**src/rtl/imem_fetch_ctrl.sv**
```systemverilog
// -----------------------------------------------------------------------------
// imem_fetch_ctrl
//   Instruction-line fetch sequencer between the IF stage and the instruction
//   memory bus. A one-line (two-instruction) buffer serves IF addresses in the
//   current 8-byte line with zero latency. A miss issues one req/gnt/rvalid
//   transaction and stalls IF until the line returns. A response timeout parks
//   the block in a sticky error state that only reset clears.
//
// Ports
//   clk         clock, all state on the rising edge
//   rst_n       asynchronous reset, active low
//   if_addr     IF fetch address (PC); line tag = if_addr[ADDR_W-1:3]
//   if_inst     line for IF: [63:32] = instr at line+0, [31:0] = instr at line+4
//   if_stall    1 = if_inst is not valid for if_addr
//   inv         invalidate the fetch buffer
//   mem_req     bus request (registered)
//   mem_addr    bus line address {tag,3'b000} (registered, frozen while mem_req)
//   mem_gnt     bus accepts the request this cycle
//   mem_rvalid  read data valid
//   mem_rdata   read data
//   fetch_err   sticky response-timeout error
// -----------------------------------------------------------------------------
module imem_fetch_ctrl #(
   parameter int unsigned      ADDR_W   = 32,
   parameter int unsigned      DATA_W   = 64,
   parameter int unsigned      TIMEOUT  = 255,
   parameter logic [DATA_W-1:0] NOP_LINE = 64'h0000_0013_0000_0013
) (
   input  logic              clk,
   input  logic              rst_n,
   input  logic [ADDR_W-1:0] if_addr,
   output logic [DATA_W-1:0] if_inst,
   output logic              if_stall,
   input  logic              inv,
   output logic              mem_req,
   output logic [ADDR_W-1:0] mem_addr,
   input  logic              mem_gnt,
   input  logic              mem_rvalid,
   input  logic [DATA_W-1:0] mem_rdata,
   output logic              fetch_err
);

   localparam int unsigned TAG_W = ADDR_W - 3;

   typedef enum logic [2:0] {
      IDLE,
      REQ,
      WAIT,
      DROP,
      ERR
   } state_t;

   state_t             state;
   state_t             state_nxt;
   logic               buf_vld;
   logic [TAG_W-1:0]   buf_tag;
   logic [DATA_W-1:0]  buf_data;
   logic [TAG_W-1:0]   req_tag;
   logic [7:0]         tmo_cnt;
   logic               inv_pend;   // inv seen while the request is still ungranted

   logic [TAG_W-1:0]   if_tag;
   logic               hit;
   logic               tmo_last;
   logic               fill;

   assign if_tag   = if_addr[ADDR_W-1:3];
   assign hit      = buf_vld && (buf_tag == if_tag) && (state != ERR);
   assign if_stall = ~hit;
   assign if_inst  = hit ? buf_data : NOP_LINE;

   // Compared before the increment, so ERR follows exactly TIMEOUT silent
   // WAIT/DROP cycles counted from the grant.
   assign tmo_last = (tmo_cnt == 8'(TIMEOUT - 1));

   // inv in the same cycle as the response wins: the line is dropped.
   assign fill     = (state == WAIT) && mem_rvalid && !inv;

   // NOTE: sequential state uses non-blocking (<=) so every register samples
   // the pre-edge values; blocking here would create order-dependent races.
   always_ff @(posedge clk or negedge rst_n) begin
      if (!rst_n) state <= IDLE;
      else        state <= state_nxt;
   end

   // NOTE: state_nxt gets a default before the case so no path leaves it
   // unassigned; without it synthesis would infer a latch.
   always_comb begin
      state_nxt = state;
      unique case (state)
         IDLE: if (!hit && !inv) state_nxt = REQ;
         REQ:  if (mem_gnt) state_nxt = (inv || inv_pend) ? DROP : WAIT;
         WAIT: begin
            if (inv)             state_nxt = mem_rvalid ? IDLE : DROP;
            else if (mem_rvalid) state_nxt = IDLE;
            else if (tmo_last)   state_nxt = ERR;
         end
         DROP: begin
            if (mem_rvalid)      state_nxt = IDLE;
            else if (tmo_last)   state_nxt = ERR;
         end
         ERR:  state_nxt = ERR;
         default: state_nxt = IDLE;
      endcase
   end

   always_ff @(posedge clk or negedge rst_n) begin
      if (!rst_n) begin
         buf_vld   <= 1'b0;
         buf_tag   <= '0;
         buf_data  <= '0;
         req_tag   <= '0;
         mem_req   <= 1'b0;
         mem_addr  <= '0;
         tmo_cnt   <= '0;
         inv_pend  <= 1'b0;
         fetch_err <= 1'b0;
      end else begin
         // Buffer: inv clears validity in any state and overrides a fill.
         if (inv) begin
            buf_vld <= 1'b0;
         end else if (fill) begin
            buf_vld <= 1'b1;
         end
         if (fill) begin
            buf_tag  <= req_tag;
            buf_data <= mem_rdata;
         end

         // Request is held high for the whole REQ state, so it can only rise
         // on the IDLE->REQ edge and never in WAIT/DROP.
         mem_req <= (state_nxt == REQ);
         if (state == IDLE && state_nxt == REQ) begin
            req_tag  <= if_tag;
            mem_addr <= {if_tag, 3'b000};
         end

         if (state == REQ) inv_pend <= mem_gnt ? 1'b0 : (inv_pend || inv);
         else              inv_pend <= 1'b0;

         if (state == REQ && mem_gnt) begin
            tmo_cnt <= '0;
         end else if ((state == WAIT || state == DROP) && !mem_rvalid) begin
            tmo_cnt <= tmo_cnt + 8'd1;
         end

         if (state_nxt == ERR) fetch_err <= 1'b1;
      end
   end

endmodule
```
**config.mk**
```make
export PLATFORM = sky130hd
export DESIGN_NAME = imem_fetch_ctrl
export DESIGN_NICKNAME = d
export VERILOG_FILES = /design/src/rtl/imem_fetch_ctrl.sv
export SDC_FILE = /design/constraint.sdc
export NUM_CORES = 1
export LEC_CHECK = 0
export ABC_AREA = 1
export CELL_PAD_IN_SITES_DETAIL_PLACEMENT = 2
export CELL_PAD_IN_SITES_GLOBAL_PLACEMENT = 2
export CORE_UTILIZATION = 28
export DETAILED_ROUTE_END_ITERATION = 10
export PLACE_DENSITY_LB_ADDON = 0.1
export SLEW_MARGIN = 0
export SYNTH_ARGS = -nofsm -noshare
export SYNTH_HDL_FRONTEND = slang
export SYNTH_SLANG_ARGS = --single-unit
```
**constraint.sdc**
```tcl
create_clock -name clk -period 4.04 [get_ports clk]
set_input_delay 0.606 -clock clk [delete_from_list [all_inputs] [get_ports clk]]
set_output_delay 0.606 -clock clk [all_outputs]
set_load 0.1 [all_outputs]
```
==> out/qor.txt, run 1 <==
status -> completed
GP Congestion -> 0.774
final global-route overflow total -> 0
starting density of the core -> 0.286
number of cells after detailed placement -> 1210
Fin Setup TNS -> 0 ns
clock skew -> 0.0113 ns
area added between synthesis and finish -> 55.4%
post-synthesis cell type count -> 23
Routed Wire Length -> 21700 microns
initial antenna violation count -> 2
final worst slack -> 0.524 ns
crit-path cells -> clkdlybuf4s50_1 -> inv_1 -> nand2_1 -> nand2_1 -> inv_1 -> nand2_1 -> nor2_1 -> nand2_1 -> nor2_1 -> nand2_4 -> buf_12 -> or2_2 -> buf_12
share of the synthesized area in the top cell type -> 0.548
pin count of the biggest net entering global routing -> 127
Util after Layout -> 0.444
DR pass1 iterations -> 4
gr usage total -> 0.198
fillcell total -> 2394
Post-DP HPWL -> 15000 microns
via count -> 5695
critical path data arrival time -> 2.91 ns
CP max stage cell -> clkdlybuf4s50_1
fin cells -> 1244
die area -> 22900 sq um
worst vdd ir -> 403 uV
core area -> 21900 sq um
Critical Path Source -> if_addr[3]
slowest cell delay on critical path -> 0.51 ns
CP startpoint kind -> input pin
routed vias/inst -> 4.58
Worst path depth -> 13
Die H -> 151 microns
Top delay family on crit path -> simple AND/OR/NAND/NOR gates
clock root cell -> clkbuf_16
power density over the cells -> 675 nW/um^2
minimum clock period -> 3.52 ns
clk slew on worst S/H paths -> 0.06 ns
worst slack, placed -> 0.465 ns
R2R depth -> 11
crit path max fanout -> 56
unrepaired setup endpoints after global routing -> no
largest area contributor in the netlist -> dfrtp_1
first-pass GRT wire length -> 34100 microns
Post-CTS Setup Repair Bufs -> 0
post-DR wirelength/cell -> 17.4 microns
initial DRC count -> 108
worst r2r src -> buf_tag[2]$_DFFE_PN0P_
Worst-Margin Slew -> 1.04 ns
# setup viols final -> 0
Worst Path Required -> 3.43 ns
Seq/Total Area, Yosys -> 0.548
Final Net Count -> 1052
CTS tree -> built
drc violations -> 0
number of global-route vias before repair -> 6288
post-cts hold buffer count -> 0
Final Hold Viols -> 0
count of final max-slew check failures -> 0
top cells by area, synth -> dfrtp_1 55%, nor2_1 9.2%, nand2_1 8.2%, inv_1 7.1%, a21oi_1 6.7%
Resized Gates After CTS -> 0
Critical R2R Capture -> req_tag[1]$_DFFE_PN0P_
Final ANT Viol Nets -> 0
WS Path Type -> in2out
Final period util -> 0.870
Multi-input gate area -> 2220 sq um
CP dominant cell by count -> nand2_1
leakage -> 4.87 nW
Clk Latency, worst-skew pair -> 0.43 ns
CTS Sinks -> 137
worst path buffer plus inverter count -> 5
row count -> 54
YS warnings -> 0
Yosys reg bits -> 137
Max Buffers Root-to-Sink -> 2
Cell Area, Synth -> 6250 sq um
R2R Setup Slk -> 1.47 ns
Max-Cap Viols -> 0
# H-tree levels -> 4
register area -> 3430 sq um
Gate Count Post-Synth -> 764
highest clock rate -> 0.284 GHz
Rel. slew slack -> 0.303
post-synthesis area per instance -> 8.19 sq um
fraction of layout cells with a size suffix above 1 -> 0.138
Worst Hold Class -> in2async
num ports -> 200
Crit. End Element -> output port
Die X -> 151 microns
CTS Buf Count -> 17
Setup crit end -> if_inst[36]
IO Port Bufs -> 193
-- logic make-up (layout without fill, tap and decap cells) --
logic type | Yosys count | in the layout | synth area share
DFF | 137 | 137 | 0.548
adders and majority gates | 2 | 2 | 0.00400
muxes | 19 | 19 | 0.0342
other | 1 | 5 | 0.000600
buffers and inverters | 156 | 352 | 0.101
xor gates and xnor gates | 13 | 13 | 0.0182
and+or+nand+nor | 341 | 341 | 0.217
AOI/OAI and AO/OA | 95 | 95 | 0.0766
-- power breakdown --
group,internal [mW],switching (mW),leakage (nW)
sequential,1.97,0.317,1.59
combinational,0.769,1.93,3.00
clock,0.955,0.619,0.285
total,3.69,2.86,4.87
-- cell usage in the layout, fill, tap and decap left out, types with 3 or more instances in the layout --
master,synthesis,layout
clkdlybuf4s50_1,0,127
mux2_2,19,19
clkbuf_16,0,17
inv_1,119,119
nand3_1,33,33
or2_2,6,6
buf_12,0,68
dfrtp_1,137,137
nor2_1,154,154
nand2_1,137,136
clkbuf_8,0,3
conb_1,1,3
a21oi_1,84,84
o21ai_0,9,9
buf_4,3,5
nand4_1,4,4
clkinv_2,0,4
nor3_1,4,4
xnor2_1,11,11
clkinvlp_4,0,3
-- state kept, by name (all words and copies together), names as in the netlist --
| register | count |
|---|---|
| req_tag | 29 |
| mem_req | 1 |
| buf_tag | 29 |
| state | 3 |
| buf_vld | 1 |
| tmo_cnt | 8 |
| inv_pend | 1 |
| fetch_err | 1 |
| buf_data | 64 |
-- routing by layer --
metal | global-route usage | share of wire
met5 | 0 | 0
met4 | 0.0755 | 0.017
met3 | 0.0410 | 0.052
met2 | 0.352 | 0.52
met1 | 0.231 | 0.41
-- Yosys cell counts --
library cell,instances
a21boi_0,1
ha_1,2
clkbuf_1,5
nor4_1,2
or2_2,6
buf_4,3
nand3_1,33
buf_2,27
o21ai_0,9
nor3_1,4
xor2_1,2
dfrtp_1,137
nand2_2,1
o22ai_1,1
nand4_1,4
conb_1,1
a21oi_1,84
xnor2_1,11
buf_1,2
mux2_2,19
nor2_1,154
nand2_1,137
inv_1,119
-- worst min-delay path by stage --
stage,slack (ns),depth (start not counted),endpoint
floorplan,0.31,0,buf_data[0]$_DFFE_PN0P_
global placement,0.45,2,fetch_err$_DFFE_PN0N_
detailed placement,0.46,2,fetch_err$_DFFE_PN0N_
CTS,0.31,1,buf_data[35]$_DFFE_PN0P_
global route,0.32,1,buf_data[35]$_DFFE_PN0P_
finish,0.26,1,buf_data[35]$_DFFE_PN0P_
-- stage by stage --
step | instance area [sq um] | power, mW | hold WS (ns)
2_1_floorplan | 6260 | 4.16 | 0.310
3_3_place_gp | 9120 | 4.84 | 0.452
3_5_place_dp | 9120 | 5.02 | 0.459
4_1_cts | 9710 | 6.66 | 0.309
5_1_grt | 9720 | 6.96 | 0.324
6_report | 9720 | 6.55 | 0.258
-- layout make-up --
type,instances,area share
antenna,2,0.000515
sequential,137,0.353
tap,280,0.0360
inverter,119,0.0460
multi-input combinational,473,0.228
clock buffer,21,0.0484
timing repair buffer,201,0.276
clock inverter,11,0.0124
Power figures use the tool's default switching activity.
==> run 2, diff against run 1 <==
--- a/config.mk
+++ b/config.mk
@@ -9,6 +9,7 @@
 export CELL_PAD_IN_SITES_DETAIL_PLACEMENT = 2
 export CELL_PAD_IN_SITES_GLOBAL_PLACEMENT = 2
 export CORE_UTILIZATION = 28
+export CTS_CLUSTER_SIZE = 10
 export DETAILED_ROUTE_END_ITERATION = 10
 export PLACE_DENSITY_LB_ADDON = 0.1
 export SLEW_MARGIN = 0
==> results of run 2 <==
No change in the layout: final DEF, timing and power equal those of run 1.
